### src/rtl/alu_issue_seq.sv
// Issue sequencer in front of the ALU: IDLE -> DEC -> EXEC -> WB, with illegal-op bypass DEC -> IDLE.
// Optional perf counters are enabled with `define ALU_ISSUE_PERF_EN; otherwise retired_cnt/illegal_cnt read 0.
module alu_issue_seq #(
    parameter int DATA_W = 32,
    parameter int ADDR_W = 5
) (
    input  logic                clk,
    input  logic                rst_n,
    input  logic                instr_valid,
    output logic                instr_ready,
    input  logic [31:0]         instr,
    output logic                rf_rd_en,
    output logic [ADDR_W-1:0]   rf_rs1_addr,
    output logic [ADDR_W-1:0]   rf_rs2_addr,
    input  logic [DATA_W-1:0]   rf_rs1_data,
    input  logic [DATA_W-1:0]   rf_rs2_data,
    output logic                alu_enable,
    output logic [3:0]          alu_opcode,
    output logic                alu_src_sel,
    output logic [DATA_W-1:0]   alu_a,
    output logic [DATA_W-1:0]   alu_b,
    output logic [24:0]         alu_imm,
    output logic [DATA_W-1:0]   alu_shift_amt,
    input  logic [2*DATA_W-1:0] alu_result,
    input  logic                alu_z,
    input  logic                alu_c,
    output logic                wb_valid,
    input  logic                wb_ready,
    output logic [ADDR_W-1:0]   wb_addr,
    output logic [DATA_W-1:0]   wb_data,
    output logic [DATA_W-1:0]   wb_hi,
    output logic                z_flag_q,
    output logic                c_flag_q,
    output logic                illegal,
    output logic                busy,
    output logic [15:0]         retired_cnt,
    output logic [15:0]         illegal_cnt
);

    typedef enum logic [1:0] {S_IDLE, S_DEC, S_EXEC, S_WB} state_t;

    state_t              state_q, state_d;
    logic [31:0]         instr_q, instr_d;
    logic [DATA_W-1:0]   wb_data_q, wb_data_d;
    logic [DATA_W-1:0]   wb_hi_q, wb_hi_d;
    logic                z_flag_d, c_flag_d;

    logic [3:0]          op;
    logic                imm_sel;
    logic [4:0]          rd, rs1, rs2;
    logic [16:0]         imm;
    logic                legal;

    assign op      = instr_q[31:28];
    assign imm_sel = instr_q[27];
    assign rd      = instr_q[26:22];
    assign rs1     = instr_q[21:17];
    assign rs2     = instr_q[16:12];
    assign imm     = instr_q[16:0];
    assign legal   = (op != 4'hE) && (op != 4'hF);

    assign busy    = (state_q != S_IDLE);
    assign wb_data = wb_data_q;
    assign wb_hi   = wb_hi_q;

    // NOTE: every flop, including the captured result and flags, is cleared by reset so an abort leaves nothing pending.
    always_ff @(posedge clk or negedge rst_n) begin
        if (!rst_n) begin
            state_q   <= S_IDLE;
            instr_q   <= '0;
            wb_data_q <= '0;
            wb_hi_q   <= '0;
            z_flag_q  <= 1'b0;
            c_flag_q  <= 1'b0;
        end else begin
            state_q   <= state_d;
            instr_q   <= instr_d;
            wb_data_q <= wb_data_d;
            wb_hi_q   <= wb_hi_d;
            z_flag_q  <= z_flag_d;
            c_flag_q  <= c_flag_d;
        end
    end

    // NOTE: all outputs and next-state values get a default first so no path through the case infers a latch.
    always_comb begin
        state_d       = state_q;
        instr_d       = instr_q;
        wb_data_d     = wb_data_q;
        wb_hi_d       = wb_hi_q;
        z_flag_d      = z_flag_q;
        c_flag_d      = c_flag_q;
        instr_ready   = 1'b0;
        rf_rd_en      = 1'b0;
        rf_rs1_addr   = '0;
        rf_rs2_addr   = '0;
        alu_enable    = 1'b0;
        alu_opcode    = '0;
        alu_src_sel   = 1'b0;
        alu_a         = '0;
        alu_b         = '0;
        alu_imm       = '0;
        alu_shift_amt = '0;
        wb_valid      = 1'b0;
        wb_addr       = '0;
        illegal       = 1'b0;

        case (state_q)
            S_IDLE: begin
                instr_ready = 1'b1;
                if (instr_valid) begin
                    instr_d = instr;
                    state_d = S_DEC;
                end
            end
            S_DEC: begin
                if (legal) begin
                    rf_rd_en    = 1'b1;
                    rf_rs1_addr = rs1;
                    rf_rs2_addr = imm_sel ? '0 : rs2;
                    state_d     = S_EXEC;
                end else begin
                    illegal = 1'b1;
                    state_d = S_IDLE;
                end
            end
            S_EXEC: begin
                // Register-file data arrives this cycle, one cycle after the read strobe.
                alu_enable    = 1'b1;
                alu_opcode    = op;
                alu_src_sel   = imm_sel;
                alu_a         = rf_rs1_data;
                alu_b         = rf_rs2_data;
                alu_imm       = {8'b0, imm};
                alu_shift_amt = {{(DATA_W-5){1'b0}}, imm_sel ? imm[4:0] : rf_rs2_data[4:0]};
                wb_data_d     = alu_result[DATA_W-1:0];
                wb_hi_d       = alu_result[2*DATA_W-1:DATA_W];
                z_flag_d      = alu_z;
                c_flag_d      = alu_c;
                state_d       = (rd == 5'd0) ? S_IDLE : S_WB;
            end
            S_WB: begin
                wb_valid = 1'b1;
                wb_addr  = rd;
                if (wb_ready) state_d = S_IDLE;
            end
        endcase
    end

`ifdef ALU_ISSUE_PERF_EN
    logic [15:0] retired_q, illegal_q;

    always_ff @(posedge clk or negedge rst_n) begin
        if (!rst_n) begin
            retired_q <= '0;
            illegal_q <= '0;
        end else begin
            if (state_q == S_EXEC) retired_q <= retired_q + 16'd1;
            if (illegal)           illegal_q <= illegal_q + 16'd1;
        end
    end

    assign retired_cnt = retired_q;
    assign illegal_cnt = illegal_q;
`else
    assign retired_cnt = '0;
    assign illegal_cnt = '0;
`endif

endmodule

### config.mk
export PLATFORM = sky130hd
export DESIGN_NAME = alu_issue_seq
export DESIGN_NICKNAME = d
export VERILOG_FILES = /design/src/rtl/alu_issue_seq.sv
export SDC_FILE = /design/constraint.sdc
export NUM_CORES = 1
export LEC_CHECK = 0
export BUFFER_PORTS_ARGS = -buffer_cell sky130_fd_sc_hd__buf_2
export CORE_AREA = 4 4 158 160
export CTS_CLUSTER_DIAMETER = 150
export CTS_CLUSTER_SIZE = 20
export DETAILED_ROUTE_END_ITERATION = 6
export DIE_AREA = 0 0 162 164
export GPL_TIMING_DRIVEN = 0
export PLACE_DENSITY_LB_ADDON = 0.2
export SYNTH_ARGS = -nofsm -noshare
export SYNTH_HDL_FRONTEND = slang
export SYNTH_SLANG_ARGS = --single-unit
### constraint.sdc
create_clock -name clk -period 1.6 [get_ports clk]
set_clock_uncertainty 0.2 [all_clocks]
set_input_delay 0.08 -clock clk [delete_from_list [all_inputs] [get_ports clk]]
set_output_delay 0.08 -clock clk [all_outputs]
set_load 0.02 [all_outputs]
==> run summary, run 1 <==
Status: complete, but fails checks
Failing checks: setup timing
Post-Syn Instances: 555
Top Usage Layer GRT: met2
R2R Path End: instr_q[10]$_DFFE_PN0P_
Die height: 164 um
Type of the worst setup path: reg2out
Clock Sinks: 100
Largest net degree at the start of global routing: 59
Power Dens Cells: 1870 nW/um^2
CTS clk-pin slew, worst paths: 0.07 ns
WP data arrival: 1.61 ns
CP Buf/Inv Count: 1
Critical R2R Launch: state_q[1]$_DFFE_PN0P_
Synth unique cells: 27
Synth cell count leaders: nand2_1 (198), dfrtp_1 (100), and2_1 (97)
Setup Viol. Count Final: 201
Crit. End Element: primary output
Final WL: 21.5 mm
DRC viols: 0
Final max-slew violation count: 0
GP Congestion: 0.840
Routed vias: 5408
Die area: 26600 um^2
CP Cell Sequence: nand2b_4 -> nor3b_4 -> and2_4 -> buf_6
Critical Path Stages: 4
Die W: 162 um
Synth top area share: 0.478
Antenna Nets Post-Route: 0
Top-count cell post-synth: nand2_1
Switching component of the power: 8210 uW
Pre-antenna DRT Iters: 4
EDFF count, synth: 0
Clk pwr share: 0.111
Fin. Hold Viols: 0
CP top delay family: simple AND/OR/NAND/NOR gates
Synth top area cells: dfrtp_1 (48%), nand2_1 (14%), and2_1 (12%), buf_4 (11%), mux2_4 (8.3%)
Layout area overhead: 96.5%
Crit path required time: 1.32 ns
CP startpoint kind: flip-flop
Final net count: 1274
Synth warn: 0
Top FF cell, synth: dfrtp_1
Combinational fraction of design power: 0.648
Fin Setup TNS: -30.53 ns
Hpwl dp: 15.3 mm
Final setup margin: -0.293 ns
Worst Hold Path Cells: 4
Worst hold slack: 0.0633 ns
Mapped Area: 5240 um^2
N_diodes: 0
Routing usage on met2: 0.269
Htree depth: 3
Vias in the first global route: 5630
First-pass GRT wire length: 32.2 mm
Inserted Clock Buffers: 9
Register area share after synthesis: 0.478
Fin crit share: 1.18
GRT overflow: 0
Leak: 0.00562 uW
Int Power: 11000 uW
CP startpoint: state_q[1]$_DFFE_PN0P_
# rows: 56
Placed cells: 1284
CTS tree: built
Slew headroom: 0.587
Worst stage delay on the critical path: 0.44 ns
Drt wl/cell: 15.0 um
DRT iter0 DRCs: 235
Worst Path Max Fanout: 5
Hold Crit Class: in2reg
Slowest-stage cell, CP: dfrtp_2
Switch share: 0.427
Final cell count without fillers: 1432
Maximum VDD drop: 926 uV
Vias per cell: 3.78
Design Power: 19200 uW
RSZ-0062 raised after global routing: yes
Fmax: 528 MHz
R2r setup slk: -0.21 ns
Synth async-reset ratio: 1.00
Share of cells above drive strength 1: 0.528
GRT Util Overall: 0.155
Synthesized area per cell: 9.43 um^2
Fin util: 0.440
Initial antenna violation count: 0
Critical Path End: rf_rs2_addr[1]
Root Buffer: clkbuf_16
IO Port Bufs: 343
Max_cap viols: 0
Final Critical Period: 1.89 ns
GRT met1 Usage: 0.191
Slew @ Worst Pin: 0.620 ns
Area leader, netlist: dfrtp_1
Core area: 23400 um^2
Top-Level Pins: 411
M3 GR Usage: 0.0424
Reg2Reg Depth: 7
Worst-Skew Late Latency: 0.35 ns
Clk buf depth: 2
Starting density of the core: 0.224
Reg power frac: 0.241
#FFs+latches synth: 100
[sequential cells by signal (all words and copies together), names as in the netlist]
register  count
wb_hi        32
c_flag_q      1
wb_data      32
state_q       2
instr_q      32
z_flag_q      1
[worst min path at each step]
stage,slack (ns),endpoint,from
finish,0.06,instr_q[2]$_DFFE_PN0P_,instr_valid
global route,0.06,instr_q[2]$_DFFE_PN0P_,instr_valid
CTS,0.07,instr_q[2]$_DFFE_PN0P_,instr_valid
detailed placement,-0.07,instr_q[14]$_DFFE_PN0P_,rst_n
global placement,0.07,wb_data[14]$_DFFE_PN0P_,alu_result[14]
floorplan,-0.42,c_flag_q$_DFFE_PN0P_,rst_n
[layout by cell type (no fill, tap or decap), drive strengths merged, types with 3 or more instances in the layout]
cell type	Yosys	final
inv	2	6
and3	5	5
and2	98	98
mux2i	5	5
clkinv	0	3
mux2	32	32
clkbuf	14	18
nand2	198	198
dfrtp	100	100
dlygate4sd3	0	100
nor2	7	7
buf	83	462
nand2b	4	4
conb	1	67
[area by class of cell]
| class | instances | area (um^2) |
|---|---|---|
| sequential | 100 | 2500 |
| clock buffer | 9 | 225 |
| multi-input combinational | 422 | 2490 |
| timing repair inverter | 1 | 8.76 |
| tap | 319 | 399 |
| fill | 2351 | 13100 |
| buffer | 93 | 861 |
| inverter | 2 | 15.0 |
| timing repair buffer | 479 | 3720 |
| clock inverter | 7 | 58.8 |
[kinds of logic after synthesis]
kind of cell | synth area share
mux | 0.0992
other cells | 0.000716
flops | 0.478
buf+inv | 0.137
compound gates | 0.00382
simple gates | 0.281
[worst min-delay path: stages]
cell    delay (ns)
buf_2         0.08
and2_4        0.18
buf_6         0.10
mux2_2        0.14
[metrics by stage]
step	setup WS [ns]	cell area, um^2
after floorplan	-0.0959	5490
after global placement	-1.04	7610
after detailed placement	-0.544	7640
after CTS	-0.311	10200
after global routing	-0.369	10300
final	-0.293	10300
[what timing repair did]
action	in CTS	in global routing
hold buffers	100	0
resized for setup	287	47
endpoints found under the hold margin	142	0
setup buffers	24	8
endpoints found under the setup margin	205	212
pin swaps	20	15
gates cloned	6	0
[power groups by stage]
stage	clock network [uW]	registers [uW]	logic [uW]
3_5_place_dp	0	4580	9150
2_1_floorplan	0	5460	5010
3_3_place_gp	0	4560	9120
5_1_grt	2350	4800	13400
6_report	2130	4630	12500
4_1_cts	2250	4620	12200
[per-layer routing]
layer  wire length (um)  vias to the layer above  part of all wire
met5                  0                        -                 0
met4                345                        0             0.016
met3               1580                       24             0.073
met2              10700                      223              0.50
met1               8840                     2477              0.41
li1                   -                     2684                 -
No activity file was read; power rests on OpenSTA's default activity.
==> inputs of run 2 (changes only) <==
--- a/config.mk
+++ b/config.mk
@@ -13,6 +13,7 @@
 export DIE_AREA = 0 0 162 164
 export GPL_TIMING_DRIVEN = 0
 export PLACE_DENSITY_LB_ADDON = 0.2
+export SETUP_SLACK_MARGIN = 0.05
 export SYNTH_ARGS = -nofsm -noshare
 export SYNTH_HDL_FRONTEND = slang
 export SYNTH_SLANG_ARGS = --single-unit
==> run 2 against run 1 <==
- the run still ends with setup timing left
- sequential share of layout area is 1.4 points lower
- sequential power about the same
- combinational power grew 12%
- count of clock-buffer cells in the layout did not move
- routed wire length increased by 3.6%
- via count rose by 1.9%
- final area grew 6.0%
- register-to-register slack worse by 0.03 ns
- hold slack improved by 0.0099 ns
- utilization grew 2.6 points
- cell count up 0.35%
- largest cell class unchanged
- largest power group unchanged
==> run summary, run 2 (synthesis gave the netlist of run 1 again) <==
Int Power: 11900 uW (was 11000 uW)
Max_cap viols: 0 (unchanged)
DRT iter0 DRCs: 239 (was 235)
Starting density of the core: 0.224 (unchanged)
R2r setup slk: -0.24 ns (was -0.21 ns)
Slowest-stage cell, CP: dfrtp_2 (unchanged)
CP Buf/Inv Count: 1 (unchanged)
R2R Path End: wb_hi[25]$_DFFE_PN0P_ (was instr_q[10]$_DFFE_PN0P_)
Vias per cell: 3.84 (was 3.78)
Critical Path Stages: 4 (unchanged)
CP Cell Sequence: nand2b_4 -> nor3b_4 -> and2_4 -> buf_6 (unchanged)
Clock Sinks: 100 (unchanged)
Vias in the first global route: 5593 (was 5630)
Switching component of the power: 8830 uW (was 8210 uW)
IO Port Bufs: 343 (unchanged)
CP startpoint kind: flip-flop (unchanged)
CP top delay family: simple AND/OR/NAND/NOR gates (unchanged)
Fin util: 0.466 (was 0.440)
Top-Level Pins: 411 (unchanged)
Share of cells above drive strength 1: 0.608 (was 0.528)
Fin. Hold Viols: 0 (unchanged)
Crit path required time: 1.32 ns (about the same)
Most frequent cells in the layout: buf_2 (233), nand2_1 (118), buf_4 (105) (was buf_2 (235), nand2_1 (189), buf_4 (130))
Final setup margin: -0.280 ns (was -0.293 ns)
Final net count: 1279 (was 1274)
N_diodes: 0 (unchanged)
Slew @ Worst Pin: 0.628 ns (was 0.620 ns)
Critical R2R Launch: state_q[1]$_DFFE_PN0P_ (unchanged)
Slew headroom: 0.581 (was 0.587)
Clk pwr share: 0.104 (was 0.111)
Final Critical Period: 1.88 ns (was 1.89 ns)
Hold Crit Class: in2async (was in2reg)
Crit. End Element: primary output (unchanged)
Final max-slew violation count: 0 (unchanged)
Fin crit share: 1.17 (was 1.18)
Maximum VDD drop: 1080 uV (was 926 uV)
Status: complete, but fails checks (unchanged)
Pre-antenna DRT Iters: 4 (unchanged)
WP data arrival: 1.60 ns (was 1.61 ns)
# rows: 56 (unchanged)
Initial antenna violation count: 0 (unchanged)
Post-route cell area: 10900 um^2 (was 10300 um^2)
Layout area overhead: 108% (was 96.5%)
Reg power frac: 0.224 (was 0.241)
Fmax: 532 MHz (was 528 MHz)
Combinational fraction of design power: 0.673 (was 0.648)
Die W: 162 um (unchanged)
GRT overflow: 0 (unchanged)
Met3 wire len: 1.75 mm (was 1.58 mm)
First-pass GRT wire length: 32.1 mm (was 32.2 mm)
GP Congestion: 0.840 (unchanged)
Die height: 164 um (unchanged)
Largest net degree at the start of global routing: 59 (unchanged)
CTS clk-pin slew, worst paths: 0.07 ns (about the same)
Worst-Skew Late Latency: 0.35 ns (about the same)
Setup Viol. Count Final: 199 (was 201)
Inserted Clock Buffers: 9 (unchanged)
Met1 WL: 8.98 mm (was 8.84 mm)
Leak: 0.00592 uW (was 0.00562 uW)
Worst stage delay on the critical path: 0.45 ns (was 0.44 ns)
GRT Util Overall: 0.154 (was 0.155)
Drt wl/cell: 15.5 um (was 15.0 um)
Antenna Nets Post-Route: 0 (unchanged)
Root Buffer: clkbuf_16 (unchanged)
Commonest non-fill, non-tap cell in the layout: buf_2 (unchanged)
Htree depth: 3 (unchanged)
DRC viols: 0 (unchanged)
Routed vias: 5512 (was 5408)
RSZ-0062 raised after global routing: yes (unchanged)
Die area: 26600 um^2 (unchanged)
Fin Setup TNS: -37.61 ns (was -30.53 ns)
Met2 WL: 11.1 mm (was 10.7 mm)
Switch share: 0.425 (was 0.427)
Failing checks: setup timing (unchanged)
Critical Path End: rf_rs2_addr[1] (unchanged)
Clk buf depth: 2 (unchanged)
Worst Path Max Fanout: 5 (unchanged)
Reg2Reg Depth: 10 (was 7)
Core area: 23400 um^2 (unchanged)
Hpwl dp: 15.3 mm (unchanged)
Type of the worst setup path: reg2out (unchanged)
Power Dens Cells: 1900 nW/um^2 (was 1870 nW/um^2)
Placed Instance Area: 7640 um^2 (unchanged)
CTS tree: built (unchanged)
CP startpoint: state_q[1]$_DFFE_PN0P_ (unchanged)
Worst hold slack: 0.0733 ns (was 0.0633 ns)
Final WL: 22.3 mm (was 21.5 mm)
Uppermost layer routed: met4 (unchanged)
run 2: per-layer routing:
layer	GRT usage	up-vias
li1	-	2695
met3	0.0427	28
met4	0.0404	0
met2	0.266	244
met5	0	-
met1	0.191	2545
run 2: layout make-up:
type                       instances  area (um^2)
buffer                            95          947
clock buffer                       9          225
clock inverter                     7         58.8
fill                            2280        12500
inverter                           2         20.0
multi-input combinational        422         2800
sequential                       100         2500
tap                              319          399
timing repair buffer             482         3940
timing repair inverter             1         16.3
run 2: power by group through the flow:
stage / combinational (uW) / sequential [uW] / clock (uW)
5_1_grt: 14900 / 4800 / 2340
3_5_place_dp: 9150 / 4580 / 0
3_3_place_gp: 9120 / 4560 / 0
6_report: 14000 / 4640 / 2150
4_1_cts: 12500 / 4610 / 2250
2_1_floorplan: 5010 / 5460 / 0
run 2: worst min path at each step:
stage                              start  cells after the start                 endpoint
final                              rst_n                      2  instr_q[14]$_DFFE_PN0P_
after detailed placement           rst_n                      1  instr_q[14]$_DFFE_PN0P_
after floorplan                    rst_n                      0     c_flag_q$_DFFE_PN0P_
after global routing               rst_n                      2  instr_q[14]$_DFFE_PN0P_
after global placement    alu_result[14]                      3  wb_data[14]$_DFFE_PN0P_
after CTS                    instr_valid                      4   instr_q[2]$_DFFE_PN0P_
run 2: repair_timing:
item / CTS / global route
gates resized for setup: 310 / 174
gates cloned: 7 / 8
endpoints found under the setup margin: 209 / 211
hold buffers: 100 / 0
pin swaps: 17 / 70
setup buffers: 16 / 9
endpoints found under the hold margin: 142 / 0
run 2: per-stage QoR:
| step | setup slack [ns] | total power [uW] | instances |
|---|---|---|---|
| final | -0.280 | 20800 | 1437 |
| after global placement | -1.04 | 13700 | 1283 |
| after floorplan | -0.0959 | 10500 | 621 |
| after detailed placement | -0.544 | 13700 | 1284 |
| after CTS | -0.310 | 19400 | 1422 |
| after global routing | -0.352 | 22100 | 1437 |
